### src/rtl/interp_sample_gen_pkg.sv
// Shared channel-estimation constants for the pilot interpolator:
// operand widths, FSM encoding and span length.
package interp_sample_gen_pkg;

  localparam int CE_BASE_W = 16;
  localparam int CE_REG1   = 17;
  localparam int CE_REG2   = 18;
  localparam int CE_REG3   = 20;
  localparam int CE_OUT_W  = 21;

  localparam int K_W = 3;

  localparam logic [K_W-1:0] K_LAST = 3'd5;

  localparam logic [0:0] ST_IDLE = 1'b0;
  localparam logic [0:0] ST_EMIT = 1'b1;

endpackage

### src/rtl/interp_sample_gen_add.sv
// Sign-extending two-operand adder with a per-k operand mux.
// k3/k4 reuse the stored base+2E partial so 2E is applied as given.
module interp_add
  import interp_sample_gen_pkg::*;
#(
  parameter int BASE_W = CE_BASE_W,
  parameter int REG1   = CE_REG1,
  parameter int REG2   = CE_REG2,
  parameter int REG3   = CE_REG3,
  parameter int OUT_W  = CE_OUT_W
) (
  input  logic [K_W-1:0]    k,
  input  logic [BASE_W-1:0] base,
  input  logic [REG1-1:0]   e,
  input  logic [REG2-1:0]   e2,
  input  logic [REG3-1:0]   e5,
  input  logic [OUT_W-1:0]  part,
  output logic [OUT_W-1:0]  sum
);

  logic [OUT_W-1:0] sb;
  logic [OUT_W-1:0] se;
  logic [OUT_W-1:0] se2;
  logic [OUT_W-1:0] se5;
  logic [OUT_W-1:0] a;
  logic [OUT_W-1:0] b;

  assign sb  = {{(OUT_W-BASE_W){base[BASE_W-1]}}, base};
  assign se  = {{(OUT_W-REG1){e[REG1-1]}}, e};
  assign se2 = {{(OUT_W-REG2){e2[REG2-1]}}, e2};
  assign se5 = {{(OUT_W-REG3){e5[REG3-1]}}, e5};

  // Pick the two addends for the sample at position k.
  always_comb begin
    a = sb;
    b = '0;
    unique case (k)
      3'd1: b = se;
      3'd2: b = se2;
      3'd3: begin
        a = part;
        b = se;
      end
      3'd4: begin
        a = part;
        b = se2;
      end
      3'd5: b = se5;
      default: b = '0;
    endcase
  end

  assign sum = a + b;

endmodule

### src/rtl/interp_sample_gen.sv
// Emits one six-sample pilot interpolation span per start,
// with a valid/ready output and registered samples.
module interp_sample_gen
  import interp_sample_gen_pkg::*;
#(
  parameter int BASE_W = CE_BASE_W,
  parameter int REG1   = CE_REG1,
  parameter int REG2   = CE_REG2,
  parameter int REG3   = CE_REG3,
  parameter int OUT_W  = CE_OUT_W
) (
  input  logic              clk,
  input  logic              rst,
  input  logic              start,
  input  logic [BASE_W-1:0] base,
  input  logic [REG1-1:0]   reg_E,
  input  logic [REG2-1:0]   reg_2E,
  input  logic [REG3-1:0]   reg_5E,
  input  logic              out_ready,
  output logic              out_valid,
  output logic [OUT_W-1:0]  out_sample,
  output logic              out_last,
  output logic              busy
);

  logic [0:0]        state;
  logic [K_W-1:0]    k;
  logic [K_W-1:0]    k_nxt;
  logic [BASE_W-1:0] cap_base;
  logic [REG1-1:0]   cap_e;
  logic [REG2-1:0]   cap_2e;
  logic [REG3-1:0]   cap_5e;
  logic [OUT_W-1:0]  part;
  logic [OUT_W-1:0]  sum;
  logic              xfer;

  assign k_nxt = k + 3'd1;
  assign xfer  = out_valid & out_ready;
  assign busy  = (state == ST_EMIT);

  interp_add #(
    .BASE_W(BASE_W),
    .REG1  (REG1),
    .REG2  (REG2),
    .REG3  (REG3),
    .OUT_W (OUT_W)
  ) u_add (
    .k   (k_nxt),
    .base(cap_base),
    .e   (cap_e),
    .e2  (cap_2e),
    .e5  (cap_5e),
    .part(part),
    .sum (sum)
  );

  // Span FSM: capture on start, advance k on each transfer.
  always_ff @(posedge clk or posedge rst) begin
    if (rst) begin
      state      <= ST_IDLE;
      k          <= '0;
      out_valid  <= 1'b0;
      out_last   <= 1'b0;
      out_sample <= '0;
      cap_base   <= '0;
      cap_e      <= '0;
      cap_2e     <= '0;
      cap_5e     <= '0;
      part       <= '0;
    end else begin
      unique case (state)
        ST_IDLE: begin
          if (start) begin
            cap_base   <= base;
            cap_e      <= reg_E;
            cap_2e     <= reg_2E;
            cap_5e     <= reg_5E;
            k          <= '0;
            state      <= ST_EMIT;
            out_valid  <= 1'b1;
            out_last   <= 1'b0;
            out_sample <= {{(OUT_W-BASE_W){base[BASE_W-1]}}, base};
          end
        end
        ST_EMIT: begin
          if (xfer) begin
            if (k == K_LAST) begin
              state     <= ST_IDLE;
              k         <= '0;
              out_valid <= 1'b0;
              out_last  <= 1'b0;
            end else begin
              k          <= k_nxt;
              out_sample <= sum;
              out_last   <= (k_nxt == K_LAST);
              if (k_nxt == 3'd2) part <= sum;
            end
          end
        end
        default: state <= ST_IDLE;
      endcase
    end
  end

endmodule

### config.mk
export PLATFORM = sky130hd
export DESIGN_NAME = interp_sample_gen
export DESIGN_NICKNAME = d
export VERILOG_FILES = /design/src/rtl/interp_sample_gen_pkg.sv /design/src/rtl/interp_sample_gen_add.sv /design/src/rtl/interp_sample_gen.sv
export SDC_FILE = /design/constraint.sdc
export NUM_CORES = 1
export LEC_CHECK = 0
export CORE_UTILIZATION = 55
export DETAILED_ROUTE_END_ITERATION = 6
export GPL_ROUTABILITY_DRIVEN = 0
export PLACE_DENSITY_LB_ADDON = 0.2
export SETUP_SLACK_MARGIN = 0.5
export SLEW_MARGIN = 20
export SYNTH_ARGS = -nofsm -noshare
export SYNTH_HDL_FRONTEND = slang
export SYNTH_SLANG_ARGS = --single-unit
### constraint.sdc
create_clock -name clk -period 5.9 [get_ports clk]
set_clock_uncertainty 0.2 [all_clocks]
set_input_delay 1.18 -clock clk [delete_from_list [all_inputs] [get_ports clk]]
set_output_delay 1.18 -clock clk [all_outputs]
set_load 0.02 [all_outputs]
## Word-level counts from Yosys, hierarchy flattened

Cells that the tools add are included.

- Register bits after elaboration: 119
- Latch bits: 0
- Bits in writable memories: 0
- ROM bits: 0
- Input bits: 75
- Output and inout port bits: 24
- Logic and storage cells: 55
- Memories: 0

- Add/subtract/negate cells: 2
- Multipliers: 0
- Div/mod/pow operators: 0
- Magnitude comparators: 0
- Equality and inequality tests: 10
- Shift operators: 0
- Muxes and demuxes: 22
- Bitwise logic cells: 3
- Reductions and logical operators: 8

Operators with widths:

| operator | count |
|---|---|
| 21-bit 2-to-1 mux | 4 |
| 21-bit case mux with 3 select lines | 1 |
| 21-bit case mux with 2 select lines | 1 |
| 21-bit adder | 1 |
| 3-bit == test (second input constant) | 3 |
| 1-bit 2-to-1 mux | 9 |
| 3-bit 2-to-1 mux | 3 |
| 3-bit by 2-bit == test with 1-bit output (second input constant) | 2 |
| 1-bit case mux with 2 select lines | 3 |
| 3-bit case mux with 2 select lines | 1 |
| 3-bit AND reduction | 2 |
| 2-bit OR reduction | 3 |
| 2-bit by 1-bit != test with 1-bit output (second input constant) | 2 |
| 2-bit != test (second input constant) | 2 |
| 2-bit AND reduction | 2 |
| 4-bit AND reduction | 1 |
| 3-bit by 1-bit adder with 3-bit output (second input constant) | 1 |
| 3-bit by 1-bit == test with 1-bit output (second input constant) | 1 |
| 1-bit inverter | 2 |
| 1-bit AND | 1 |

## Logic depth before layout (Yosys ltp)

- Depth after elaboration: 8
- Mapped depth: 15
- Depth with buffers taken out: 12

## By module

From an unflattened synthesis, not the netlist that was laid out.

- Cell total of the unflattened synthesis: 749
- Area, all modules: 6,718.9 sq um

Modules (own cells, without submodules):

| module | instances | cells each | area each (sq um) | seq. area each (sq um) |
|---|---|---|---|---|
| interp_sample_gen | 1 | 451 | 4,830.9 | 2,977.9 |
| interp_add | 1 | 298 | 1,888.1 | 0.0 |

## Worst setup path before layout

OpenSTA, ideal clock, no wires.

- Kind: register -> register
- Start point: register k[2]
- End point: register out_sample[20]
- Library setup time: 126 ps
- Arrival time: 2,913 ps
- Data required time: 5,574 ps
- Setup slack: 2,661 ps
- Stages on the path, launching flop included: 14
- Buffers on the path: 2
- Period minus slack after synthesis: 3,239 ps
- Path through: dfrtp_1 -> buf_2 -> buf_2 -> mux2i_1 -> o21ai_0 -> ha_1 -> fa_1 -> a21oi_2 -> o22ai_2 -> a31oi_4 -> o21ai_2 -> o31ai_4 -> and3_1 -> nor3_1

- Longest elaborated chain between the ends: 8
- Elaborated cells on any way between the ends: 18
- Classes of those cells: add/sub (2); eq/ne (7); mux (5); reduce/logical (4)

Ends and longest elaborated chain:

| what | line | RTL |
|---|---|---|
| from (decl) | interp_sample_gen.sv:27 | `logic [K_W-1:0] k;` |
| from (signal assigned) | interp_sample_gen.sv:93 | `k <= k_nxt;` |
| 3-bit by 1-bit adder with 3-bit output | interp_sample_gen.sv:37 | `assign k_nxt = k + 3'd1;` |
| 3-bit by 2-bit == test with 1-bit output, or another cell as far along | interp_sample_gen_add.sv:37 | `unique case (k)` |
| 2-bit OR reduction (no line) | n/a |  |
| 21-bit case mux with 3 select lines / 21-bit 2-to-1 mux (equally long branches) | interp_sample_gen_add.sv:37 |  |
| 21-bit adder | interp_sample_gen_add.sv:53 | `assign sum = a + b;` |
| 21-bit 2-to-1 mux | interp_sample_gen.sv:87 | `if (k == K_LAST) begin` |
| 21-bit 2-to-1 mux | interp_sample_gen.sv:86 | `if (xfer) begin` |
| 21-bit case mux with 2 select lines | interp_sample_gen.sv:71 | `unique case (state)` |
| to (signal assigned) | interp_sample_gen.sv:82 | `out_sample <= {{(OUT_W-BASE_W){base[BASE_W-1]}}, base};` |
| to (signal assigned) | interp_sample_gen.sv:94 | `out_sample <= sum;` |
| to (decl) | interp_sample_gen.sv:21 | `output logic [OUT_W-1:0] out_sample,` |

Parallel ways exist; a longest one is shown, timed or not. The select of a mux whose other input is x is not followed.
A chain may end at the register's enable or synchronous reset.

## Final worst setup path

- Start point: register k[1]
- End point: register out_sample[19]

The elaborated chain is that of the path after synthesis.

==> summary.txt <==
Outcome
  • Status: finished with violations
  • Violated checks: design-rule violations

Job
  • Total of max-cap violations: 0

Logic synthesis
  • Number of flops mapped to enable cells by yosys: 0
  • Cell variety after synth: 64
  • Synth warnings: 0
  • Synth Net Count: 863
  • Post-synth top flop: dfrtp_1
  • Cell Area, Synth: around 6500 µm²
  • Syn Area/Cell: around 8.5 µm²
  • Cells after Synth: approximately 770
  • Async set or reset register ratio after synthesis: 1.00
  • #FFs+latches synth: 119
  • Post-synthesis sequential area ratio: 0.455

Die
  • Die Span X: around 110 µm
  • Boundary Pins: 99
  • Starting Density: 0.569
  • Row count: 39
  • Chip height: about 110 µm
  • Die ar.: between 10000 and 15000 µm²
  • Core footprint: ~12000 µm²

Clock tree
  • Reg clk slew, reported paths: 0.06 ns
  • CTS tree: built
  • Worst skew pair latency: ~0.42 ns
  • CTS root buf: clkbuf_16
  • Post-CTS setup buffers: 0
  • Post_cts resized: 0
  • CTS buffer count: 17
  • Post-CTS Hold Buffers: 0
  • Clock Path Buffers: 2
  • H-tree depth: 4
  • # clock sinks: 119

Timing
  • Relative slew slack: 0.334
  • Hold Slack: 0.266 ns
  • Pins Over Slew Limit: 0
  • Period minus WS final: roughly 4 ns
  • Fmax: roughly 250 MHz
  • Final worst-path cycle share: 0.681
  • RSZ-0062 raised after global routing: no
  • Endpoints failing hold: 0
  • Post-route setup TNS: 0 ns
  • Worst slew pin tran: slightly below 1 ns
  • Setup Viol. Count Final: 0

Global routing
  • Grt ovf: 0
  • First-pass GRT wire length: roughly 28000 µm
  • Pin count of the biggest net entering global routing: 81
  • Initial antenna violation count: 0
  • GR Util All Layers: 0.292
  • Vias in the first global route: approximately 5.7k

Detailed routing
  • Via density: between 5 and 6
  • Total Wirelength: 17000 µm
  • DRC: 8
  • TritonRoute pass-1 iters: 7
  • Total number of vias: between 5k and 6k
  • Drt initial violations: ~560
  • Drt wl/cell: 17.0 µm
  • ANT nets after route: 0

Power and ir drop
  • Worst vdd ir: 0.267 mV
  • Total Power: between 5 and 6 mW
  • Static leakage: between 3 and 4 nW
  • P per Cell Area: about 670 nW/µm²

Hold path
  • Cell count of the worst hold path: 2
  • Worst hold path type: flip-flop to flip-flop
  • Min-delay src: cap_5e[14]$_DFFE_PP0P_
  • Hold path endpoint: cap_5e[14]$_DFFE_PP0P_

Final layout
  • Multi-input gate area: 3350 µm²
  • Non-Filler Instances: 998
  • Nets: around 940
  • Number of diodes: 0
  • Share of cells above drive strength 1: 0.0854
  • Layout area overhead: 24.2%
  • Register area: 2980 µm²
  • Fillers: 900
  • Most frequent cells in the layout: 320 x nand2_1, 119 x dfrtp_1, 98 x clkdlybuf4s50_1
  • Commonest non-fill, non-tap cell in the layout: nand2_1

Critical path
  • Critical path type: flip-flop to flip-flop
  • CP bufs+invs: 0
  • Reg2reg path depth: 11
  • Largest delay share family, worst path: simple AND/OR/NAND/NOR gates
  • Crit-path max cell delay: 0.82 ns
  • Reg-to-reg slack, setup: about 1.9 ns
  • Reg2reg start: k[1]$_DFFE_PP0P_
  • Arr. time, crit path: 4.11 ns
  • Worst r2r dst: out_sample[19]$_DFFE_PP0P_
  • Critical path peak fanout: 22
  • Worst-path cell chain: nand2b_1, and2_1, a21o_1, ha_1, and2_4, and3_4, nand3b_1, nand4b_1, a31oi_2, mux2i_1, a211o_1
  • Worst Setup End Kind: flip-flop
  • CP max-delay cell: dfrtp_1
  • Worst endpoint required time: around 6 ns
  • CP Launch Type: flip-flop

Place
  • Post-DP HPWL: ~12000 µm
  • # placed instances: between 900 and 1k
  • Port bufs: 98
[flip-flops by register name, indices dropped and copies added (netlist names)]
signal and cells:
k 3, cap_e 17, part 21, busy 1
cap_2e 18, out_sample 21, out_last 1, out_valid 1
cap_5e 20, cap_base 16
[cell families (layout without fill, tap and decap cells)]
family / after synthesis / after routing / share of synthesized area
xor gates and xnor gates: 20 / 20 / 0.0279
AOI/OAI and AO/OA: 123 / 123 / 0.130
buffers and inverters: 52 / 140 / 0.0363
muxes: 37 / 37 / 0.0585
DFF: 119 / 119 / 0.455
and+or+nand+nor: 395 / 395 / 0.251
adders and majority gates: 21 / 21 / 0.0413
[tightest hold or removal path: stages (launching register included)]
cell and delay [ns]:
dfrtp_1 0.33, nand2_1 0.05, nand2_1 0.05
[worst max path at each step]
| stage | to | slack [ns] | from | depth (start not counted) |
|---|---|---|---|---|
| final | out_sample[19]$_DFFE_PP0P_ | 1.88 | k[1]$_DFFE_PP0P_ | 11 |
| after global routing | out_sample[17]$_DFFE_PP0P_ | 1.61 | k[1]$_DFFE_PP0P_ | 11 |
| after CTS | out_sample[16]$_DFFE_PP0P_ | 1.82 | k[0]$_DFFE_PP0P_ | 12 |
| after detailed placement | out_sample[16]$_DFFE_PP0P_ | 1.84 | k[0]$_DFFE_PP0P_ | 12 |
| after global placement | out_sample[16]$_DFFE_PP0P_ | 1.94 | k[0]$_DFFE_PP0P_ | 12 |
| after floorplan | busy$_DFF_PP0_ | 1.36 | rst | 1 |
[stage by stage]
step,utilization,cell area (µm²),setup WS (ns)
floorplan,-,6550,1.36
finish,0.706,8130,1.88
detailed placement,0.655,7550,1.84
CTS,0.706,8130,1.82
global placement,0.655,7540,1.94
global route,0.706,8130,1.61
[cell usage after synthesis (all sizes together) (4+ instances only)]
library cell	instances	area [µm²]
nor2	10	40.0
xor2	8	77.6
nand2	322	1210
clkbuf	27	101
a21o	12	90.1
nand4	6	37.5
and3	5	36.3
and2	4	27.5
buf	19	114
o211ai	5	42.5
ha	20	250
inv	6	22.5
mux2i	27	270
a21oi	28	181
nand3	13	70.1
mux2	10	113
o21ai	55	290
a31oi	6	58.8
nor2b	21	131
xnor2	12	105
dfrtp	119	2980
[layer usage]
| layer | track usage | up-vias | share of wire |
|---|---|---|---|
| li1 | - | 2695 | - |
| met1 | 0.364 | 2701 | 0.42 |
| met2 | 0.478 | 224 | 0.49 |
| met3 | 0.0847 | 35 | 0.071 |
| met4 | 0.118 | 0 | 0.024 |
| met5 | 0 | - | 0 |
[power breakdown]
| part | leakage [nW] | internal (mW) | switching (mW) | total (mW) |
|---|---|---|---|---|
| logic | 2.22 | 1.18 | 1.75 | 2.93 |
| registers | 1.49 | 1.20 | 0.264 | 1.47 |
| clock network | 0.282 | 0.662 | 0.358 | 1.02 |
| total | 3.99 | 3.04 | 2.37 | 5.42 |
[final cells by class]
class | instances | share of cell area
tap | 143 | 0.0220
clock buffer | 24 | 0.0605
clock inverter | 7 | 0.0115
timing repair buffer | 103 | 0.125
sequential | 119 | 0.366
multi-input combinational | 596 | 0.412
inverter | 6 | 0.00308
No activity file was read; power rests on OpenSTA's default activity.
